`config.mk`:
```
export PLATFORM = sky130hd
export DESIGN_NAME = speaker_arbiter
export DESIGN_NICKNAME = d
export VERILOG_FILES = /design/src/rtl/keyboard_pkg.sv /design/src/rtl/mode_debouncer.sv /design/src/rtl/speaker_arbiter.sv
export SDC_FILE = /design/constraint.sdc
export NUM_CORES = 1
export LEC_CHECK = 0
export CAP_MARGIN = 25
export CORE_AREA = 2 2 74 83
export CTS_BUF_LIST = sky130_fd_sc_hd__clkbuf_8 sky130_fd_sc_hd__clkbuf_16
export DETAILED_ROUTE_END_ITERATION = 8
export DIE_AREA = 0 0 76 85
export GPL_TIMING_DRIVEN = 0
export PLACE_DENSITY = 0.75
export SLEW_MARGIN = 20
export SYNTH_ARGS = -nofsm -noshare
export SYNTH_HDL_FRONTEND = slang
export SYNTH_HIERARCHICAL = 1
export SYNTH_SLANG_ARGS = --single-unit
```
`constraint.sdc`:
```
create_clock -name clk -period 3.4 [get_ports clk]
set_clock_uncertainty 0.05 [all_clocks]
set_input_delay 0.68 -clock clk [delete_from_list [all_inputs] [get_ports clk]]
set_output_delay 0.68 -clock clk [all_outputs]
set_load 0.02 [all_outputs]
```
`src/rtl/keyboard_pkg.sv`:
```
// Shared definitions for the keyboard mode sources and speaker arbiter:
// mode codes, source indices, arbiter state encoding and small helpers.
package keyboard_pkg;

  localparam logic [1:0] MODE_FREE  = 2'd0;
  localparam logic [1:0] MODE_AUTO  = 2'd1;
  localparam logic [1:0] MODE_LEARN = 2'd2;

  localparam int SRC_FREE  = 0;
  localparam int SRC_AUTO  = 1;
  localparam int SRC_LEARN = 2;
  localparam int NUM_SRC   = 3;

  typedef enum logic [1:0] {
    ST_ACTIVE   = 2'd0,
    ST_STOP_REQ = 2'd1,
    ST_GUARD    = 2'd2,
    ST_GRANT    = 2'd3
  } arb_state_t;

  function automatic logic [1:0] decode_mode(
    input logic [2:0] sel
  );
    logic [1:0] m;
    m = MODE_FREE;
    unique case (1'b1)
      (sel == 3'd1): m = MODE_AUTO;
      (sel == 3'd2): m = MODE_LEARN;
      default:       m = MODE_FREE;
    endcase
    return m;
  endfunction

  function automatic logic [NUM_SRC-1:0] mode_onehot(
    input logic [1:0] m
  );
    logic [NUM_SRC-1:0] oh;
    oh = '0;
    unique case (1'b1)
      (m == MODE_AUTO):  oh[SRC_AUTO]  = 1'b1;
      (m == MODE_LEARN): oh[SRC_LEARN] = 1'b1;
      default:           oh[SRC_FREE]  = 1'b1;
    endcase
    return oh;
  endfunction

  function automatic logic mode_bit(
    input logic [NUM_SRC-1:0] v,
    input logic [1:0]         m
  );
    logic b;
    b = 1'b0;
    unique case (1'b1)
      (m == MODE_AUTO):  b = v[SRC_AUTO];
      (m == MODE_LEARN): b = v[SRC_LEARN];
      default:           b = v[SRC_FREE];
    endcase
    return b;
  endfunction

endpackage

```
`src/rtl/mode_debouncer.sv`:
```
// Synchronizes and debounces the raw mode switches into target_mode.
// Ports: clk, reset (async active-low), mode_select[2:0], target_mode[1:0].
module mode_debouncer
  import keyboard_pkg::*;
#(
  parameter int DEBOUNCE_CYCLES = 2_000_000
) (
  input  logic       clk,
  input  logic       reset,
  input  logic [2:0] mode_select,
  output logic [1:0] target_mode
);

  localparam int CW = $clog2(DEBOUNCE_CYCLES) + 1;
  localparam logic [CW-1:0] CNT_LAST =
    CW'(DEBOUNCE_CYCLES - 1);

  logic [2:0]    sync1;
  logic [2:0]    sync2;
  logic [1:0]    dec;
  logic [1:0]    dec_q;
  logic [CW-1:0] cnt;
  logic [CW-1:0] cnt_nxt;

  assign dec = decode_mode(sync2);

  // Accept on the edge where the run length reaches
  // its last count, so target follows 2 + N cycles
  // after the switch moves.
  always_comb begin
    cnt_nxt = cnt;
    if (dec != dec_q)
      cnt_nxt = '0;
    else if (cnt != CNT_LAST)
      cnt_nxt = cnt + CW'(1);
  end

  always_ff @(posedge clk or negedge reset) begin
    if (!reset) begin
      sync1       <= '0;
      sync2       <= '0;
      dec_q       <= MODE_FREE;
      cnt         <= '0;
      target_mode <= MODE_FREE;
    end else begin
      sync1 <= mode_select;
      sync2 <= sync1;
      dec_q <= dec;
      cnt   <= cnt_nxt;
      if (cnt_nxt == CNT_LAST)
        target_mode <= dec;
    end
  end

endmodule

```
`src/rtl/speaker_arbiter.sv`:
```
// Glitch-free speaker ownership among free/auto/learn sources.
// Ports: clk, reset (async active-low), mode_select[2:0],
//   src_speaker[2:0], src_stop_ack[2:0] -> src_enable[2:0],
//   src_stop_req[2:0], speaker, current_mode[1:0], switching.
// Build option: SPEAKER_ARB_TIMEOUT_EN adds a stop-ack timeout.
module speaker_arbiter
  import keyboard_pkg::*;
#(
  parameter int DEBOUNCE_CYCLES = 2_000_000,
  parameter int GUARD_CYCLES    = 1_000_000,
  parameter int ACK_TIMEOUT     = 5_000_000
) (
  input  logic       clk,
  input  logic       reset,
  input  logic [2:0] mode_select,
  input  logic [2:0] src_speaker,
  input  logic [2:0] src_stop_ack,
  output logic [2:0] src_enable,
  output logic [2:0] src_stop_req,
  output logic       speaker,
  output logic [1:0] current_mode,
  output logic       switching
);

  if (DEBOUNCE_CYCLES < 1 || GUARD_CYCLES < 1 ||
      ACK_TIMEOUT < 1) begin : g_bad_param
    $error("speaker_arbiter: cycle params must be >= 1");
  end

  localparam int GW = $clog2(GUARD_CYCLES) + 1;
  localparam logic [GW-1:0] G_LAST =
    GW'(GUARD_CYCLES - 1);

  arb_state_t    state;
  arb_state_t    state_nxt;
  logic [1:0]    target_mode;
  logic [GW-1:0] guard_cnt;
  logic          ack_cur;
  logic          tmo_hit;

  mode_debouncer #(
    .DEBOUNCE_CYCLES(DEBOUNCE_CYCLES)
  ) u_deb (
    .clk        (clk),
    .reset      (reset),
    .mode_select(mode_select),
    .target_mode(target_mode)
  );

  assign ack_cur = mode_bit(src_stop_ack, current_mode);

`ifdef SPEAKER_ARB_TIMEOUT_EN
  localparam int TW = $clog2(ACK_TIMEOUT) + 1;
  localparam logic [TW-1:0] T_LAST =
    TW'(ACK_TIMEOUT - 1);

  logic [TW-1:0] tmo_cnt;

  always_ff @(posedge clk or negedge reset) begin
    if (!reset)
      tmo_cnt <= '0;
    else if (state_nxt != state)
      tmo_cnt <= '0;
    else if (state == ST_STOP_REQ && tmo_cnt != '1)
      tmo_cnt <= tmo_cnt + TW'(1);
  end

  assign tmo_hit = (tmo_cnt == T_LAST);
`else
  assign tmo_hit = 1'b0;
`endif

  always_ff @(posedge clk or negedge reset) begin
    if (!reset) begin
      state        <= ST_ACTIVE;
      current_mode <= MODE_FREE;
      guard_cnt    <= '0;
    end else begin
      state <= state_nxt;
      // Late target wins: a change made mid-switch
      // is what gets granted.
      if (state == ST_GRANT)
        current_mode <= target_mode;
      if (state_nxt != state)
        guard_cnt <= '0;
      else if (state == ST_GUARD && guard_cnt != '1)
        guard_cnt <= guard_cnt + GW'(1);
    end
  end

  always_comb begin
    state_nxt = state;
    unique case (state)
      ST_ACTIVE:
        if (target_mode != current_mode)
          state_nxt = ST_STOP_REQ;
      ST_STOP_REQ:
        if (ack_cur || tmo_hit)
          state_nxt = ST_GUARD;
      ST_GUARD:
        if (guard_cnt == G_LAST)
          state_nxt = ST_GRANT;
      ST_GRANT:
        state_nxt = ST_ACTIVE;
      default:
        state_nxt = ST_ACTIVE;
    endcase
  end

  always_comb begin
    src_enable   = '0;
    src_stop_req = '0;
    switching    = (state != ST_ACTIVE);
    unique case (state)
      ST_ACTIVE:
        src_enable = mode_onehot(current_mode);
      ST_STOP_REQ: begin
        src_enable   = mode_onehot(current_mode);
        src_stop_req = mode_onehot(current_mode);
      end
      ST_GRANT:
        src_enable = mode_onehot(target_mode);
      default: begin
        src_enable   = '0;
        src_stop_req = '0;
      end
    endcase
  end

  // Only an ACTIVE source reaches the pin, so every
  // other state drives silence one cycle later.
  always_ff @(posedge clk or negedge reset) begin
    if (!reset)
      speaker <= 1'b0;
    else
      speaker <= (state == ST_ACTIVE) &&
                 mode_bit(src_speaker, current_mode);
  end

endmodule

```
==> flow_metrics.tcl, run 1 <==
set metrics [dict create \
    outcome "complete, no violations" \
    cts_setup_buffers 0 \
    netlist_instances 349 \
    synth_area_leader_cell "dfrtp_1" \
    setup_ws_ns 0.342 \
    io_pins 21 \
    row_count 29 \
    drc_errors 0 \
    via_per_inst 5.95 \
    clock_sinks 58 \
    chipHeight_um 85 \
    path_class "reg -> reg" \
    cts_hold_buf 0 \
    wl_per_cell_um 15.3 \
    ys_seq_area_frac 0.445 \
    ant_nets 0 \
    synth_ff_type "dfrtp_1" \
    synth_edf_count 0 \
    htreeDepth 3 \
    yosysWarnings 6 \
    cp_cell_sequence "ha_1, nand3_1, or3_1, clkbuf_1, nand2_1, nor4b_1, nand4b_1, mux2_2" \
    area_growth_pct 14.3 \
    diodes 0 \
    yosys-top-cells-count "dfrtp_1 (58), nor2_1 (42), nand2_1 (30)" \
    synth_async_sr_flop_share 1.00 \
    synth-seq-cells 58 \
    power_density_mw_per_mm2 366 \
    p_total_uw 1370 \
    finalSetupViolations 0 \
    first_global_vias 2607 \
    cp-end-kind "register" \
    fin_crit_sh 0.900 \
    post-synth-top-count-cell "dfrtp_1" \
    fill_cells 464 \
    cp-start-kind "register" \
    firstDrtPassIters 4 \
    p_leak_uw 0.00151 \
    rsz0062_at_grt "no" \
    syn-num-nets 366 \
    layout.nets 397 \
    peakVddDrop_v 0.000283 \
    dp.cells 446 \
    finalHoldViolCount 0 \
    period_minus_slack_ns 3.06 \
    power.share.switching 0.241 \
    clockBufferDepth 2 \
    worstSkewPairLatency_ns 0.33 \
    worstMarginPinSlew_ns 0.987 \
    track_usage 0.230 \
    cp_max_fo 8 \
    portBuffers 20 \
    worstHoldPathType "reg -> reg" \
    antenna_found_initial 0 \
    synthTopCellsByArea "dfrtp_1 (44%), xnor2_1 (5.9%), nor2_1 (4.8%), nand2_1 (3.5%), nand3_1 (2.9%)" \
    place_ws_ns 0.475 \
    comb_power_share 0.072 \
    max_freq_mhz 327 \
    die_w_um 76 \
    clk_pin_slew_ns 0.06 \
    cts-resized-gates 0 \
    synthDominantCellAreaShare 0.445 \
    synth.distinct_cells 51 \
    gp_congestion 0.893 \
    routed_wl_mm 7.06 \
    grt_remaining_overflow 0 \
    vias 2744 \
    syn_area_sq_mm 0.00326 \
    required_ns 3.57 \
    critPathMaxStageDelay_ns 0.46 \
    cts_buffers 9 \
    grt_pass1_wl_mm 12.0 \
    p_seq_frac 0.527 \
    cts_root_buffer "clkbuf_8" \
    hpwl_mm 4.98 \
    cpMaxStageDelayCell "dfrtp_1" \
    layout.cells.non_filler 461 \
    arrival_ns 3.23 \
    grt_max_degree 59 \
    power_frac_clock 0.401 \
    cts_tree "done" \
    start_util 0.580 \
    path_delay_family "simple AND/OR/NAND/NOR gates" \
    maxCapViolCount 0 \
    drt_iter0_markers 195 \
    p_int_uw 1040 \
    drive_above_1_share 0.0938 \
    drv_slew 0 \
    relSlewSlack 0.337 \
    crit_buf_inv 1 \
    core_area_sq_mm 0.00562 \
    die-area_sq_mm 0.00646 \
    synth.avg_cell_area_sq_um 9.35 \
    switchingPower_uw 329 \
]
logic make-up (layout without fill, tap and decap cells):
logic type	Yosys count	after routing	synth area share
AO/OA/AOI/OAI	57	57	0.120
XOR/XNOR	31	31	0.0832
buffers and inverters	27	62	0.0334
flip-flops	58	58	0.445
AND/OR/NAND/NOR	166	166	0.283
adder cells (fa/ha/maj)	6	6	0.0230
multiplexers	4	4	0.0130
sequential cells by signal (all words and copies together) (netlist names):
register / cells
u_deb/cnt: 22
guard_cnt: 21
u_deb/sync1: 3
u_deb/sync2: 3
current_mode: 2
state: 2
u_deb/dec_q: 2
u_deb/target_mode: 2
speaker: 1
stage by stage:
| step | hold slack [ns] | TNS, ns | utilization | cell area, sq um |
|---|---|---|---|---|
| global route | 0.308 | 0 | 0.663 | 3730 |
| finish | 0.297 | 0 | 0.663 | 3730 |
| detailed placement | 0.287 | 0 | 0.632 | 3560 |
| CTS | 0.301 | 0 | 0.663 | 3730 |
| floorplan | 0.281 | 0 | - | 3260 |
| global placement | 0.282 | -8.50 | 0.633 | 3560 |
routing by layer:
metal  share of wire  wire length [um]  GRT usage  vias to the layer above
met4           0.016               115      0.111                        0
met2            0.47              3330      0.366                       83
met3           0.049               349     0.0500                       12
li1                -                 -          -                     1323
met1            0.46              3260      0.302                     1326
met5               0                 0          0                        -
area by class of cell:
cell class              count  area, sq um  share of cell area
well taps                  77         96.3              0.0258
repair buffers             20          198              0.0530
multi-input cells         264         1700               0.457
plain buffers              17         71.3              0.0191
flip-flops and latches     58         1450               0.389
clock inverters             4         20.0             0.00537
inverters                  10         37.5              0.0101
clock buffers              11          151              0.0406
final timing paths:
check / startpoint / end / slack (ns) / cells past startpoint
setup / recovery: u_deb/cnt[1]$_DFF_PN0_ / u_deb/target_mode[1]$_DFFE_PN0N_ / 0.34 / 8
max in group asynchronous: reset / u_deb/cnt[21]$_DFF_PN0_ / 2.50 / 1
hold / removal: u_deb/sync1[1]$_DFF_PN0_ / u_deb/sync2[1]$_DFF_PN0_ / 0.30 / 0
setup reg to reg: u_deb/cnt[1]$_DFF_PN0_ / u_deb/target_mode[1]$_DFFE_PN0N_ / 0.34 / 8
hold reg to reg: u_deb/sync1[1]$_DFF_PN0_ / u_deb/sync2[1]$_DFF_PN0_ / 0.30 / 0
min in group asynchronous: reset / current_mode[0]$_DFFE_PN0N_ / 0.34 / 1
power by group through the flow:
stage / Clock [uW] / Sequential (uW) / Combinational (uW)
3_5_place_dp: 0 / 732 / 98.6
6_report: 548 / 720 / 98.5
5_1_grt: 592 / 721 / 111
2_1_floorplan: 0 / 728 / 56.8
4_1_cts: 561 / 720 / 99.7
3_3_place_gp: 0 / 731 / 95.6
worst reg2reg max path, delay by kind of cell, from the launching register on:
kind,cells,cell delay [ns]
AND/OR/NAND/NOR,5,1.55
buffers and inverters,1,0.21
multiplexers,1,0.32
flip-flops,1,0.46
adder cells (fa/ha/maj),1,0.36
placed cells by master (no fill, tap or decap), types with 3 or more instances in the layout:
master,netlist,layout
a2111oi_2,3,3
a211oi_1,8,8
a21oi_1,16,16
and3_1,3,3
and4_1,5,5
buf_2,6,6
clkbuf_1,10,10
clkbuf_8,0,11
clkdlybuf4s50_1,0,19
dfrtp_1,58,58
ha_1,6,6
inv_1,10,12
nand2_1,30,30
nand3_1,19,19
nand4_1,11,11
nand4b_1,4,4
nor2_1,42,42
nor3_1,10,10
nor3b_1,3,3
nor4_1,8,8
nor4b_1,3,3
o21ai_0,14,14
or2_2,3,3
or3_1,5,5
or4_1,4,4
xnor2_1,22,22
xor2_1,9,9
No activity file was read; power rests on OpenSTA's default activity.
==> run 2: changes to the inputs <==
--- a/config.mk
+++ b/config.mk
@@ -12,6 +12,7 @@
 export DIE_AREA = 0 0 76 85
 export GPL_TIMING_DRIVEN = 0
 export PLACE_DENSITY = 0.75
+export SETUP_SLACK_MARGIN = 0.2
 export SLEW_MARGIN = 20
 export SYNTH_ARGS = -nofsm -noshare
 export SYNTH_HDL_FRONTEND = slang
==> constraint.sdc (replaced) <==
create_clock -name clk -period 3.83 [get_ports clk]
set_clock_uncertainty 0.05 [all_clocks]
set_input_delay 0.766 -clock clk [delete_from_list [all_inputs] [get_ports clk]]
set_output_delay 0.766 -clock clk [all_outputs]
set_load 0.02 [all_outputs]
==> results of run 2 <==
Same layout as run 1 (identical final DEF). Status: complete, no violations.
Main changes from that run: setup slack after placement 0.475 ns -> 0.905 ns; setup slack after layout 0.342 ns -> 0.772 ns; register-to-register setup slack 0.34 ns -> 0.77 ns; total power 1370 uW -> 1210 uW; worst IR drop on VDD 0.000283 V -> 0.000251 V
